`config.mk`:
```
export PLATFORM = sky130hd
export DESIGN_NAME = sincos_cordic_flat
export DESIGN_NICKNAME = d
export VERILOG_FILES = /design/src/rtl/sincos_cordic_if.sv /design/src/rtl/sincos_cordic.sv /design/src/flat_wrapper.sv
export SDC_FILE = /design/constraint.sdc
export NUM_CORES = 1
export LEC_CHECK = 0
export ABC_AREA = 1
export BUFFER_PORTS_ARGS = -buffer_cell sky130_fd_sc_hd__buf_2
export CAP_MARGIN = 20
export CORE_MARGIN = 2
export CORE_UTILIZATION = 40
export DETAILED_ROUTE_END_ITERATION = 8
export PLACE_DENSITY = 0.64
export REMOVE_ABC_BUFFERS = 1
export SLEW_MARGIN = 20
export SYNTH_ARGS = -nofsm -noshare
export SYNTH_HDL_FRONTEND = slang
export SYNTH_SLANG_ARGS = --single-unit
```
`constraint.sdc`:
```
create_clock -name clk -period 8.64 [get_ports clk]
set_clock_uncertainty 0.1 [all_clocks]
set_input_delay 1.728 -clock clk [delete_from_list [all_inputs] [get_ports clk]]
set_output_delay 1.728 -clock clk [all_outputs]
set_load 0.005 [all_outputs]
```
`src/rtl/sincos_cordic_if.sv`:
```
// Handshake and data bundle for the sin/cos CORDIC.
//   master: requester side, drives start/angle and observes the result.
//   slave : the CORDIC itself.
// Signals:
//   start   - request, sampled only while busy=0
//   angle   - signed Q8.24 degrees
//   busy    - computation in progress
//   done    - one-cycle pulse when cos_out/sin_out are updated
//   cos_out - signed Q2.30 cosine
//   sin_out - signed Q2.30 sine
interface sincos_cordic_if;
    logic        start;
    logic [31:0] angle;
    logic        busy;
    logic        done;
    logic [31:0] cos_out;
    logic [31:0] sin_out;

    modport master (output start, angle, input busy, done, cos_out, sin_out);
    modport slave  (input start, angle, output busy, done, cos_out, sin_out);
endinterface

```
`src/rtl/sincos_cordic.sv`:
```
// Iterative rotation-mode CORDIC: angle in degrees (Q8.24) -> cos/sin (Q2.30).
// One micro-rotation per clock; the angle is folded into [-90,+90] first and
// the result negated when a fold took place.
// Ports:
//   clk   - system clock, rising edge
//   rst_n - asynchronous active-low reset
//   bus   - sincos_cordic_if.slave (start/angle in, busy/done/cos_out/sin_out out)
// Parameter:
//   ITER  - number of micro-rotations, 8..38
module sincos_cordic #(
    parameter int unsigned ITER = 32
) (
    input  logic            clk,
    input  logic            rst_n,
    sincos_cordic_if.slave  bus
);

    localparam logic [1:0] S_IDLE = 2'd0;
    localparam logic [1:0] S_LOAD = 2'd1;
    localparam logic [1:0] S_ROT  = 2'd2;
    localparam logic [1:0] S_DONE = 2'd3;

    // CORDIC gain compensation, round(0.6072529350 * 2^38)
    localparam logic signed [39:0] K      = 40'sd166920415758;
    // 180.0 degrees in Q8.32 exceeds the signed range; the fold arithmetic
    // is modulo 2^40 so the wrapped constant still gives the right result
    localparam logic [39:0]        DEG180 = 40'hB4_0000_0000;
    localparam logic signed [31:0] DEG90  = 32'sh5A00_0000;
    localparam logic signed [31:0] DEGM90 = -32'sh5A00_0000;
    localparam logic [5:0]         LAST   = 6'(ITER - 1);

    // atan(2^-idx) in degrees, Q8.32
    function automatic logic [39:0] atan_lut(input logic [5:0] idx);
        case (idx)
            6'd0:  atan_lut = 40'd193273528320;
            6'd1:  atan_lut = 40'd114096026022;
            6'd2:  atan_lut = 40'd60285206653;
            6'd3:  atan_lut = 40'd30601712202;
            6'd4:  atan_lut = 40'd15360239180;
            6'd5:  atan_lut = 40'd7687607525;
            6'd6:  atan_lut = 40'd3844741810;
            6'd7:  atan_lut = 40'd1922488225;
            6'd8:  atan_lut = 40'd961258780;
            6'd9:  atan_lut = 40'd480631223;
            6'd10: atan_lut = 40'd240315841;
            6'd11: atan_lut = 40'd120157949;
            6'd12: atan_lut = 40'd60078978;
            6'd13: atan_lut = 40'd30039490;
            6'd14: atan_lut = 40'd15019745;
            6'd15: atan_lut = 40'd7509872;
            6'd16: atan_lut = 40'd3754936;
            6'd17: atan_lut = 40'd1877468;
            6'd18: atan_lut = 40'd938734;
            6'd19: atan_lut = 40'd469367;
            6'd20: atan_lut = 40'd234684;
            6'd21: atan_lut = 40'd117342;
            6'd22: atan_lut = 40'd58671;
            6'd23: atan_lut = 40'd29335;
            6'd24: atan_lut = 40'd14668;
            6'd25: atan_lut = 40'd7334;
            6'd26: atan_lut = 40'd3667;
            6'd27: atan_lut = 40'd1833;
            6'd28: atan_lut = 40'd917;
            6'd29: atan_lut = 40'd458;
            6'd30: atan_lut = 40'd229;
            6'd31: atan_lut = 40'd115;
            6'd32: atan_lut = 40'd57;
            6'd33: atan_lut = 40'd29;
            6'd34: atan_lut = 40'd14;
            6'd35: atan_lut = 40'd7;
            6'd36: atan_lut = 40'd4;
            6'd37: atan_lut = 40'd2;
            default: atan_lut = '0;
        endcase
    endfunction

    logic [1:0]         state;
    logic signed [39:0] x, y, z;
    logic               neg;
    logic [5:0]         i;
    logic [31:0]        ang_q;
    logic               busy_q, done_q;
    logic [31:0]        cos_q, sin_q;

    logic [39:0]        ang_ext;
    logic signed [39:0] xs, ys, at;

    always_comb begin
        ang_ext = {ang_q, 8'b0};
        xs      = x >>> i;
        ys      = y >>> i;
        at      = $signed(atan_lut(i));
    end

    always_ff @(posedge clk or negedge rst_n) begin
        if (!rst_n) begin
            state  <= S_IDLE;
            x      <= '0;
            y      <= '0;
            z      <= '0;
            neg    <= 1'b0;
            i      <= '0;
            ang_q  <= '0;
            busy_q <= 1'b0;
            done_q <= 1'b0;
            cos_q  <= '0;
            sin_q  <= '0;
        end else begin
            done_q <= 1'b0;
            case (state)
                S_IDLE: begin
                    if (bus.start) begin
                        ang_q  <= bus.angle;
                        busy_q <= 1'b1;
                        state  <= S_LOAD;
                    end
                end
                S_LOAD: begin
                    // fold into [-90,+90]; exactly +/-90 stays unfolded
                    if ($signed(ang_q) > DEG90) begin
                        z   <= ang_ext - DEG180;
                        neg <= 1'b1;
                    end else if ($signed(ang_q) < DEGM90) begin
                        z   <= ang_ext + DEG180;
                        neg <= 1'b1;
                    end else begin
                        z   <= ang_ext;
                        neg <= 1'b0;
                    end
                    x     <= K;
                    y     <= '0;
                    i     <= '0;
                    state <= S_ROT;
                end
                S_ROT: begin
                    if (!z[39]) begin
                        x <= x - ys;
                        y <= y + xs;
                        z <= z - at;
                    end else begin
                        x <= x + ys;
                        y <= y - xs;
                        z <= z + at;
                    end
                    if (i == LAST) state <= S_DONE;
                    else           i     <= i + 6'd1;
                end
                S_DONE: begin
                    cos_q  <= neg ? -x[39:8] : x[39:8];
                    sin_q  <= neg ? -y[39:8] : y[39:8];
                    done_q <= 1'b1;
                    busy_q <= 1'b0;
                    state  <= S_IDLE;
                end
                default: state <= S_IDLE;
            endcase
        end
    end

    assign bus.busy    = busy_q;
    assign bus.done    = done_q;
    assign bus.cos_out = cos_q;
    assign bus.sin_out = sin_q;

endmodule
```
`src/flat_wrapper.sv`:
```
// flat-port wrapper written by rule: the top's interface ports become plain ports
module sincos_cordic_flat 
#(
    parameter int unsigned ITER = 32
)
  (clk, rst_n, bus_start, bus_angle, bus_busy, bus_done, bus_cos_out, bus_sin_out);
  sincos_cordic_if bus_i ();
  input  logic clk;
  input  logic rst_n;
  input wire logic [$bits(bus_i.start)-1:0] bus_start;
  input wire logic [$bits(bus_i.angle)-1:0] bus_angle;
  output wire logic [$bits(bus_i.busy)-1:0] bus_busy;
  output wire logic [$bits(bus_i.done)-1:0] bus_done;
  output wire logic [$bits(bus_i.cos_out)-1:0] bus_cos_out;
  output wire logic [$bits(bus_i.sin_out)-1:0] bus_sin_out;
  assign bus_i.start = bus_start;
  assign bus_i.angle = bus_angle;
  assign bus_busy = bus_i.busy;
  assign bus_done = bus_i.done;
  assign bus_cos_out = bus_i.cos_out;
  assign bus_sin_out = bus_i.sin_out;
  sincos_cordic #(.ITER(ITER)) u_core (.clk(clk), .rst_n(rst_n), .bus(bus_i));
endmodule
```
* Word-level counts from Yosys, hierarchy flattened
Memory sizes are Yosys's and may differ from the RTL's.
Index checks and enable logic that the tools add are counted.
** Operators by class
- Add/subtract/negate cells :: 11
- Order comparisons :: 2
- Equal/unequal tests :: 7
- Shift-type cells :: 2
- Multiplexer cells :: 20
- Reductions and logical operators :: 7
** Operators by type and width (count)
- 40-bit case mux with 2 select lines :: 3
- 40-bit two-way mux :: 5
- 40-bit adder :: 3
- 40-bit subtractor :: 3
- 40-bit by 6-bit >>> shifter with 40-bit output :: 2
- 32-bit two-way mux :: 2
- 32-bit negation :: 2
- 40-bit adder (second input constant) :: 1
- 40-bit subtractor (second input constant) :: 1
- 32-bit > comparator (second input constant) :: 1
- 32-bit less-than comparator (second input constant) :: 1
- 6-bit case mux with 2 select lines :: 1
- 2-bit case mux with 4 select lines :: 1
- 2-bit AND reduction :: 4
- 6-bit by 1-bit adder with 6-bit output (second input constant) :: 1
- 6-bit by 5-bit equality test with 1-bit output (second input constant) :: 1
- 6-bit two-way mux :: 1
- 2-bit equality test (second input constant) :: 2
- 1-bit two-way mux :: 4
- 2-bit two-way mux :: 2
- 2-bit != test (second input constant) :: 2
- 2-bit nonzero test :: 2
- 2-bit by 1-bit equality test with 1-bit output (second input constant) :: 1
- 2-bit zero test :: 1
- 2 further kinds :: 2
** Storage, ports and cells
- Register bits :: 227
- Bits in read-only memories :: 2432
- Input port bits :: 35
- Memories kept :: 1
** Memory list
- (name not given) :: words 64, width 38, rd ports 1, clocked after memory_dff 0, wr ports 0, RTL line sincos_cordic.sv:34 : case (idx)

* Longest topological paths before layout
Gate-level depths: netlist of run 1.
- Word-level depth :: 4
- Mapped depth :: 37

* Worst setup path after synthesis of run 1
Ideal clock, no wire load.
- Path type :: flip-flop to flip-flop
- Start point :: reg u_core.i[1]
- End point :: reg u_core.z[30]
- Library setup time :: 0.123 ns
- Arrival :: 4.233 ns
- Setup slack :: 4.184 ns
- Stages on the path, launching flop included :: 31
- Buffers on the path :: 1
- Clock period less this slack :: 4.456 ns
- Cell sequence :: dfrtp_1 > inv_2 > buf_2 > ha_1 > nand2_1 > inv_1 > nor2_1 > o2111ai_1 > nand2_1 > inv_1 > ha_1 > nand3_1 > nand3b_4 > nor2_4 > nand4_2 > o21ai_1 > xor2_1 > ha_1 > nand2_1 > nor2_1 > inv_1 > nor2_1 > inv_1 > a21oi_1 > or2_2 > a21oi_1 > o21bai_1 > a21oi_1 > xnor2_1 > o21ai_0 > nand2_1
** Between the ends
- Cells in the longest elaborated chain, start to end :: 4
** RTL lines
- start: declaration :: RTL line sincos_cordic.sv:80 : logic [5:0] i;
- start signal: assignment :: RTL line sincos_cordic.sv:146 : else i <= i + 6'd1;
- memory 64 x 38 bit (*)
- 40-bit subtractor / 40-bit adder (equally long branches) :: RTL line sincos_cordic.sv:139, sincos_cordic.sv:143
- 40-bit two-way mux (*) :: RTL line sincos_cordic.sv:136 : if (!z[39]) begin
- 40-bit case mux with 2 select lines (*) :: RTL line sincos_cordic.sv:110 : case (state)
- end signal: assignment :: RTL line sincos_cordic.sv:121 : z <= ang_ext - DEG180;
- end signal: assignment :: RTL line sincos_cordic.sv:139 : z <= z - at;
- end signal: assignment :: RTL line sincos_cordic.sv:143 : z <= z + at;
- end: declaration :: RTL line sincos_cordic.sv:78 : logic signed [39:0] x, y, z;
Every way passes the cells marked *; elsewhere a longest branch is shown, timed or not.
A chain may end at the register's enable or synchronous reset.

* Worst setup path in the final report of run 1
- Start point :: reg u_core.i[2]
- End point :: reg u_core.y[38]
** Between the ends
- Cells in the longest elaborated chain, start to end :: 4
** RTL lines
- 40-bit by 6-bit >>> shifter with 40-bit output (*) :: RTL line sincos_cordic.sv:90 : xs = x >>> i;
- 40-bit adder / 40-bit subtractor (equally long branches) :: RTL line sincos_cordic.sv:138, sincos_cordic.sv:142
- 40-bit two-way mux (*) :: RTL line sincos_cordic.sv:136
- 40-bit case mux with 2 select lines (*) :: RTL line sincos_cordic.sv:110
- end signal: assignment :: RTL line sincos_cordic.sv:138 : y <= y + xs;
- end signal: assignment :: RTL line sincos_cordic.sv:142 : y <= y - xs;
- end: declaration :: RTL line sincos_cordic.sv:78
Marks and branches as above.

==> results.py, run 1 <==
metrics = {
    "yosys": {
        "async_flop_share": 1.00,
        "synth_seq_area_share": 0.217,
        "synth_edf_count": 0,
        "synth_area_um2": 26200,
        "muxShareOfSynthArea": 0,
        "ys_ff_latch": 227,
        "synthAdderAreaFrac": 0.0748,
        "ys.flop_type": "dfrtp_1",
        "syn_inst": 4302,
        "syn_avg_cell_area_um2": 6.10,
        "yosys.area_share.simple": 0.365,
        "synth_xor_area_frac": 0.0640,
        "synth_compound_area_frac": 0.185,
        "synth_top_family_by_area": "simple AND/OR/NAND/NOR gates",
        "ys_types": 69,
        "ys_warn_count": 0,
    },
    "critical_path": {
        "crit_path_end_kind": "flip-flop",
        "cp.arrival_ns": 6.72,
        "r2r_cells": 28,
        "required_ns": 9.00,
        "crit_top_cell": "nand2_1",
        "critPathTopFamily": "simple AND/OR/NAND/NOR gates",
        "critPathBufInv": 4,
        "path_depth": 28,
        "critical_path.startpoint_type": "flip-flop",
        "cpMaxStageDelayCell": "dfrtp_4",
        "slowest_delay_ns": 0.64,
        "crit_type": "reg2reg",
        "crit_fanout": 41,
    },
    "final_layout": {
        "final_common_cell": "nand2_1",
        "drive_above_1_share": 0.0660,
        "syn_to_final_growth_pct": 7.64,
        "num_antenna_cells": 0,
        "final_cell_mix": "1211 x nand2_1, 482 x nand3_1, 395 x inv_1, 384 x nor2_1, 335 x o21ai_0",
        "fin_nets": 4473,
    },
    "detailed_routing": {
        "vias_per_cell": 5.58,
        "first_pass_iters": 8,
        "drtIter0Drc": 2524,
        "antenna_left": 0,
        "drc": 0,
        "drt-total-wl_um": 96500,
        "dr_total_vias": 28800,
        "post_drt_wl_per_cell_um": 18.7,
    },
    "placed_design": {
        "dp_hpwl_um": 74400,
        "gp_congestion": 1.02,
        "placement.io_buffers": 100,
    },
    "grt": {
        "grtUsageTotal": 0.280,
        "antenna_found_initial": 0,
        "grt_pass1_wl_um": 151000,
        "grt_start_max_net_pins": 98,
        "grt-ovfl-total": 0,
        "grt_pass1_vias": 27000,
    },
    "die": {
        "initial_core_util": 0.406,
        "die-area_um2": 67700,
        "die_w_um": 260,
        "fp-row-count": 93,
        "core_area_um2": 64700,
        "die_y_um": 260,
        "io_pins": 101,
    },
    "worst_hold_path": {
        "worstHoldPathType": "reg2reg",
        "min_path_cells": 2,
    },
    "cts": {
        "insertion_delay_ns": 0.60,
        "cts_buffers": 29,
        "cts_sinks": 227,
        "clk_pin_slew_ns": 0.07,
        "cts.htree.levels": 1,
        "clockRootBuffer": "clkbuf_16",
        "cts_hold_buf": 0,
        "ctsResizeCount": 0,
        "postCtsSetupBuffers": 0,
        "cts_tree": "built",
        "clock_path_buffers": 3,
    },
    "sta": {
        "fmax_ghz": 0.157,
        "setup-violations-final": 0,
        "tightest_slew_ns": 0.954,
        "fin_crit_sh": 0.737,
        "relSlewSlack": 0.364,
        "tns_ns": 0,
        "fin_crit_ns": 6.37,
        "rsz0062_at_grt": "false",
        "report.final.hold_viol_count": 0,
        "drv_slew": 0,
    },
    "outcome": {
        "status": "complete, no violations",
    },
    "job": {
        "cap_violations": 0,
    },
}
[layer usage]
layer,global-route usage,vias to the layer above,part of all wire
met5,0,-,0
met4,0.136,0,0.057
met3,0.0266,243,0.055
met2,0.466,994,0.46
met1,0.362,13300,0.43
li1,-,14300,-
[flip-flops by register name, indices dropped and copies added, names as in the netlist]
register and cells:
u_core.state 2, u_core.bus.busy 1, u_core.z 40, u_core.i 6
u_core.ang_q 32, u_core.y 40, u_core.bus.cos_out 32, u_core.neg 1
u_core.x 40, u_core.bus.sin_out 32, u_core.bus.done 1
[Yosys cell counts (4+ instances only)]
cell type / number / share of area
buf_4: 16 / 0.0046
nand2_1: 1212 / 0.17
xnor2_1: 60 / 0.020
nor3_1: 39 / 0.0074
nand4_1: 31 / 0.0074
buf_6: 10 / 0.0043
or2_2: 13 / 0.0031
o21ai_1: 51 / 0.0097
a21oi_1: 271 / 0.052
o31ai_1: 17 / 0.0049
a31oi_1: 29 / 0.0069
inv_1: 396 / 0.057
o22ai_1: 33 / 0.0079
xor2_1: 130 / 0.043
and2_1: 5 / 0.0012
dfrtp_1: 227 / 0.22
o21a_1: 17 / 0.0049
clkinv_1: 5 / 0.00072
a21o_1: 16 / 0.0046
o21ai_0: 335 / 0.064
nand3_1: 482 / 0.092
and3_1: 5 / 0.0012
inv_2: 18 / 0.0026
nor2_2: 26 / 0.0062
clkbuf_1: 91 / 0.013
buf_2: 51 / 0.0097
o211ai_1: 30 / 0.0086
nand2_2: 13 / 0.0031
buf_1: 16 / 0.0023
nor4_1: 25 / 0.0060
o2111ai_1: 9 / 0.0030
o21bai_1: 14 / 0.0040
ha_1: 152 / 0.072
nand3b_1: 10 / 0.0029
o221ai_1: 7 / 0.0023
nor2_1: 384 / 0.055
a221oi_1: 4 / 0.0013
[path summary, 6_finish.rpt]
check / startpoint / to / slack (ns)
setup / recovery: u_core.i[2] / u_core.y[38] / 2.27
hold / removal: u_core.bus.sin_out[13] / u_core.bus.sin_out[13] / 0.37
max in group asynchronous: rst_n / u_core.i[0] / 6.15
hold reg to reg: u_core.bus.sin_out[13] / u_core.bus.sin_out[13] / 0.37
min in group asynchronous: rst_n / u_core.bus.cos_out[26] / 1.02
setup reg to reg: u_core.i[2] / u_core.y[38] / 2.27
[tightest hold or removal path, delay by kind of cell, from the launching register on]
kind	cells	cell delay, ns
flip-flops	1	0.33
AND/OR/NAND/NOR	1	0.05
AO/OA/AOI/OAI	1	0.05
[area by class of cell]
type	instances	area, um2
clock buffer	41	831
clock inverter	11	191
fill	7125	36500
inverter	420	1580
multi-input combinational	3471	18100
sequential	227	5690
tap	855	1070
timing repair buffer	134	778
[metrics by stage]
step | hold slack, ns | utilization | instance area [um2] | std cells | setup WS, ns
final | 0.374 | 0.436 | 28200 | 5159 | 2.27
after global routing | 0.398 | 0.436 | 28200 | 5159 | 1.77
after CTS | 0.382 | 0.436 | 28200 | 5159 | 2.36
after detailed placement | 0.368 | 0.421 | 27200 | 5107 | 2.40
after global placement | 0.359 | 0.421 | 27200 | 5107 | 2.42
after floorplan | 0.355 | - | 25300 | 4118 | 1.83
[kinds of logic (layout without fill, tap and decap cells)]
| family | Yosys count | in the layout |
|---|---|---|
| and+or+nand+nor | 2260 | 2260 |
| AOI/OAI and AO/OA | 865 | 865 |
| buffers and inverters | 604 | 606 |
| DFF | 227 | 227 |
| xor gates and xnor gates | 191 | 191 |
| adders and majority gates | 155 | 155 |
Power of run 1 is left out: the tool's default activity adds up to more than one toggle a clock period on the data nets, which glitch-free logic cannot reach.
==> run 2: changes to the inputs <==
--- a/config.mk
+++ b/config.mk
@@ -5,13 +5,13 @@
 export SDC_FILE = /design/constraint.sdc
 export NUM_CORES = 1
 export LEC_CHECK = 0
-export ABC_AREA = 1
+export ABC_AREA = 0
 export BUFFER_PORTS_ARGS = -buffer_cell sky130_fd_sc_hd__buf_2
 export CAP_MARGIN = 20
 export CORE_MARGIN = 2
 export CORE_UTILIZATION = 40
 export DETAILED_ROUTE_END_ITERATION = 8
-export PLACE_DENSITY = 0.64
+export PLACE_DENSITY = 0.66
 export REMOVE_ABC_BUFFERS = 1
 export SLEW_MARGIN = 20
 export SYNTH_ARGS = -nofsm -noshare
==> constraint.sdc (replaced) <==
create_clock -name clk -period 5.5 [get_ports clk]
set_clock_uncertainty 0.1 [all_clocks]
set_input_delay 1.1 -clock clk [delete_from_list [all_inputs] [get_ports clk]]
set_output_delay 1.1 -clock clk [all_outputs]
set_load 0.005 [all_outputs]
==> results.py, run 2 <==
metrics = {
    "outcome": {
        "status": "complete, but fails checks",
        "violations": "setup timing",
    },
    "yosys": {
        "synth_seq_area_share": 0.222,
        "synth_common_cells": "318 x a21oi_1, 281 x nor2_1, 227 x dfrtp_1, 191 x nand2_1, 158 x o21ai_0",
        "async_flop_share": 1.00,
        "synth_area_um2": 25500,
        "synth_top_family_by_area": "compound AO/OA/AOI/OAI gates",
        "synth_most_common_cell": "a21oi_1",
        "syn_avg_cell_area_um2": 8.26,
        "synth_top_area_cell": "dfrtp_1",
        "yosys.area_share.simple": 0.154,
        "ys.flop_type": "dfrtp_1",
        "synthAdderAreaFrac": 0.0768,
        "syn_inst": 3092,
        "ys_types": 92,
        "ys_warn_count": 0,
        "synth_xor_area_frac": 0.0926,
        "synth_top_area_frac": 0.222,
        "synth_compound_area_frac": 0.266,
        "muxShareOfSynthArea": 0.133,
        "synth_edf_count": 0,
        "synth_area_leaders": "dfrtp_1 22%, ha_1 7.4%, a21oi_1 6.2%, xnor2_1 5.0%, mux2i_1 4.2%",
        "ys_ff_latch": 227,
    },
    "detailed_routing": {
        "dr_total_vias": 29200,
        "antenna_left": 0,
        "drc": 0,
        "drtIter0Drc": 2825,
        "first_pass_iters": 6,
        "drt-total-wl_um": 117000,
        "vias_per_cell": 5.91,
        "post_drt_wl_per_cell_um": 23.7,
    },
    "final_layout": {
        "nFillCells": 5650,
        "final_common_cell": "buf_4",
        "final_cell_mix": "1004 x buf_4, 271 x a21oi_1, 267 x nor2_1, 220 x dfrtp_1, 186 x nand2_1",
        "postLayoutCoreUtil": 0.592,
        "syn_to_final_growth_pct": 46.3,
        "top_regs": "u_core.x x40, u_core.y x40, u_core.z x40",
        "fin_nets": 4261,
        "multiInputGateArea_um2": 20000,
        "regArea_um2": 5690,
        "drive_above_1_share": 0.405,
    },
    "die": {
        "core_area_um2": 63100,
        "fp-row-count": 92,
        "initial_core_util": 0.405,
        "die_y_um": 257,
        "die-area_um2": 65900,
        "io_pins": 101,
        "die_w_um": 257,
    },
    "worst_hold_path": {
        "worstHoldPathType": "in2async",
    },
    "placed_design": {
        "placement.io_buffers": 100,
        "gp_congestion": 1.04,
        "dp_hpwl_um": 88000,
    },
    "sta": {
        "setup-violations-final": 71,
        "fin_ws_ns": -1.31,
        "relSlewSlack": 0.344,
        "drv_slew": 0,
        "fin_crit_ns": 6.81,
        "report.final.hold_viol_count": 0,
        "fmax_ghz": 0.147,
        "fin_crit_sh": 1.24,
        "tightest_slew_ns": 0.959,
        "rsz0062_at_grt": "true",
    },
    "grt": {
        "grt_start_max_net_pins": 121,
        "grt-ovfl-total": 0,
        "grt_pass1_wl_um": 173000,
        "grt_pass1_vias": 28300,
        "grtUsageTotal": 0.341,
        "antenna_found_initial": 3,
    },
    "critical_path": {
        "critical_path.startpoint_type": "flip-flop",
        "required_ns": 5.89,
        "crit_type": "reg2reg",
        "crit_fanout": 7,
        "crit_path_end_kind": "flip-flop",
        "cp.arrival_ns": 7.20,
    },
    "cts": {
        "clk_pin_slew_ns": 0.07,
        "insertion_delay_ns": 0.61,
        "clock_path_buffers": 3,
        "cts_hold_buf": 0,
        "clockRootBuffer": "clkbuf_16",
        "cts.htree.levels": 1,
        "cts_sinks": 227,
        "cts_buffers": 31,
        "cts_tree": "built",
    },
    "job": {
        "cap_violations": 0,
    },
}
-- run 2: final cells by class --
class | instances | area share
multi-input combinational | 2549 | 0.534
timing repair buffer | 1182 | 0.247
sequential | 227 | 0.152
tap | 846 | 0.0283
clock buffer | 39 | 0.0229
inverter | 80 | 0.00824
clock inverter | 18 | 0.00666
antenna | 1 | 0.0000670
-- run 2: kinds of logic after synthesis --
group	count (synthesis)
adders and majority gates	155
xor gates and xnor gates	270
AOI/OAI and AO/OA	1034
buffers and inverters	316
and+or+nand+nor	829
muxes	261
DFF	227
-- run 2: worst max-delay path, cell delays in order (launching register included) --
cell	delay, ns
dfrtp_4	0.53
buf_6	0.14
buf_12	0.13
mux2_4	0.32
mux4_2	0.49
mux2i_2	0.21
a221o_1	0.20
or4b_4	0.51
or4b_4	0.57
nor4_4	0.19
a31oi_1	0.14
xor2_1	0.19
ha_1	0.34
a21o_1	0.16
a21o_1	0.20
a221oi_2	0.28
o22ai_1	0.10
a41oi_1	0.21
buf_4	0.18
a21oi_4	0.06
o311a_1	0.34
a221o_1	0.35
a221o_1	0.32
a21oi_2	0.15
xnor2_1	0.07
a22o_1	0.19
-- run 2: worst paths after layout --
check,from,endpoint,slack [ns],depth (start not counted)
hold / removal,rst_n,u_core.z[9],0.30,1
min in group clk,u_core.z[14],u_core.z[14],0.40,1
max in group asynchronous,rst_n,u_core.z[39],3.79,2
hold reg to reg,u_core.z[14],u_core.z[14],0.40,1
setup / recovery,u_core.i[2],u_core.y[38],-1.31,25
setup reg to reg,u_core.i[2],u_core.y[38],-1.31,25
-- run 2: per-stage QoR --
stage	hold WS [ns]	setup TNS (ns)	instance area [um2]	setup WS [ns]	cells
after CTS	0.285	-31.20	36700	-1.23	4928
after floorplan	0.357	-381.73	24400	-4.97	2856
after global routing	0.325	-55.82	37400	-1.48	4941
final	0.303	-42.47	37400	-1.31	4942
after global placement	0.368	-57.32	33600	-1.62	4786
after detailed placement	0.374	-62.03	33600	-1.60	4786
-- run 2: repair_timing --
| action | 4_1_cts | 5_1_grt |
|---|---|---|
| resized for setup | 274 | 132 |
| setup buffers | 81 | 38 |
| endpoints found under the setup margin | 81 | 87 |
| cloned | 7 | 0 |
| pin swaps | 106 | 108 |
-- run 2: metal layers --
| metal | vias up | global-route usage | part of all wire |
|---|---|---|---|
| li1 | 13500 | - | - |
| met1 | 14100 | 0.455 | 0.42 |
| met2 | 1328 | 0.524 | 0.44 |
| met3 | 256 | 0.0907 | 0.097 |
| met4 | 0 | 0.132 | 0.041 |
| met5 | - | 0 | 0 |
Power of run 2 is left out for the same reason.
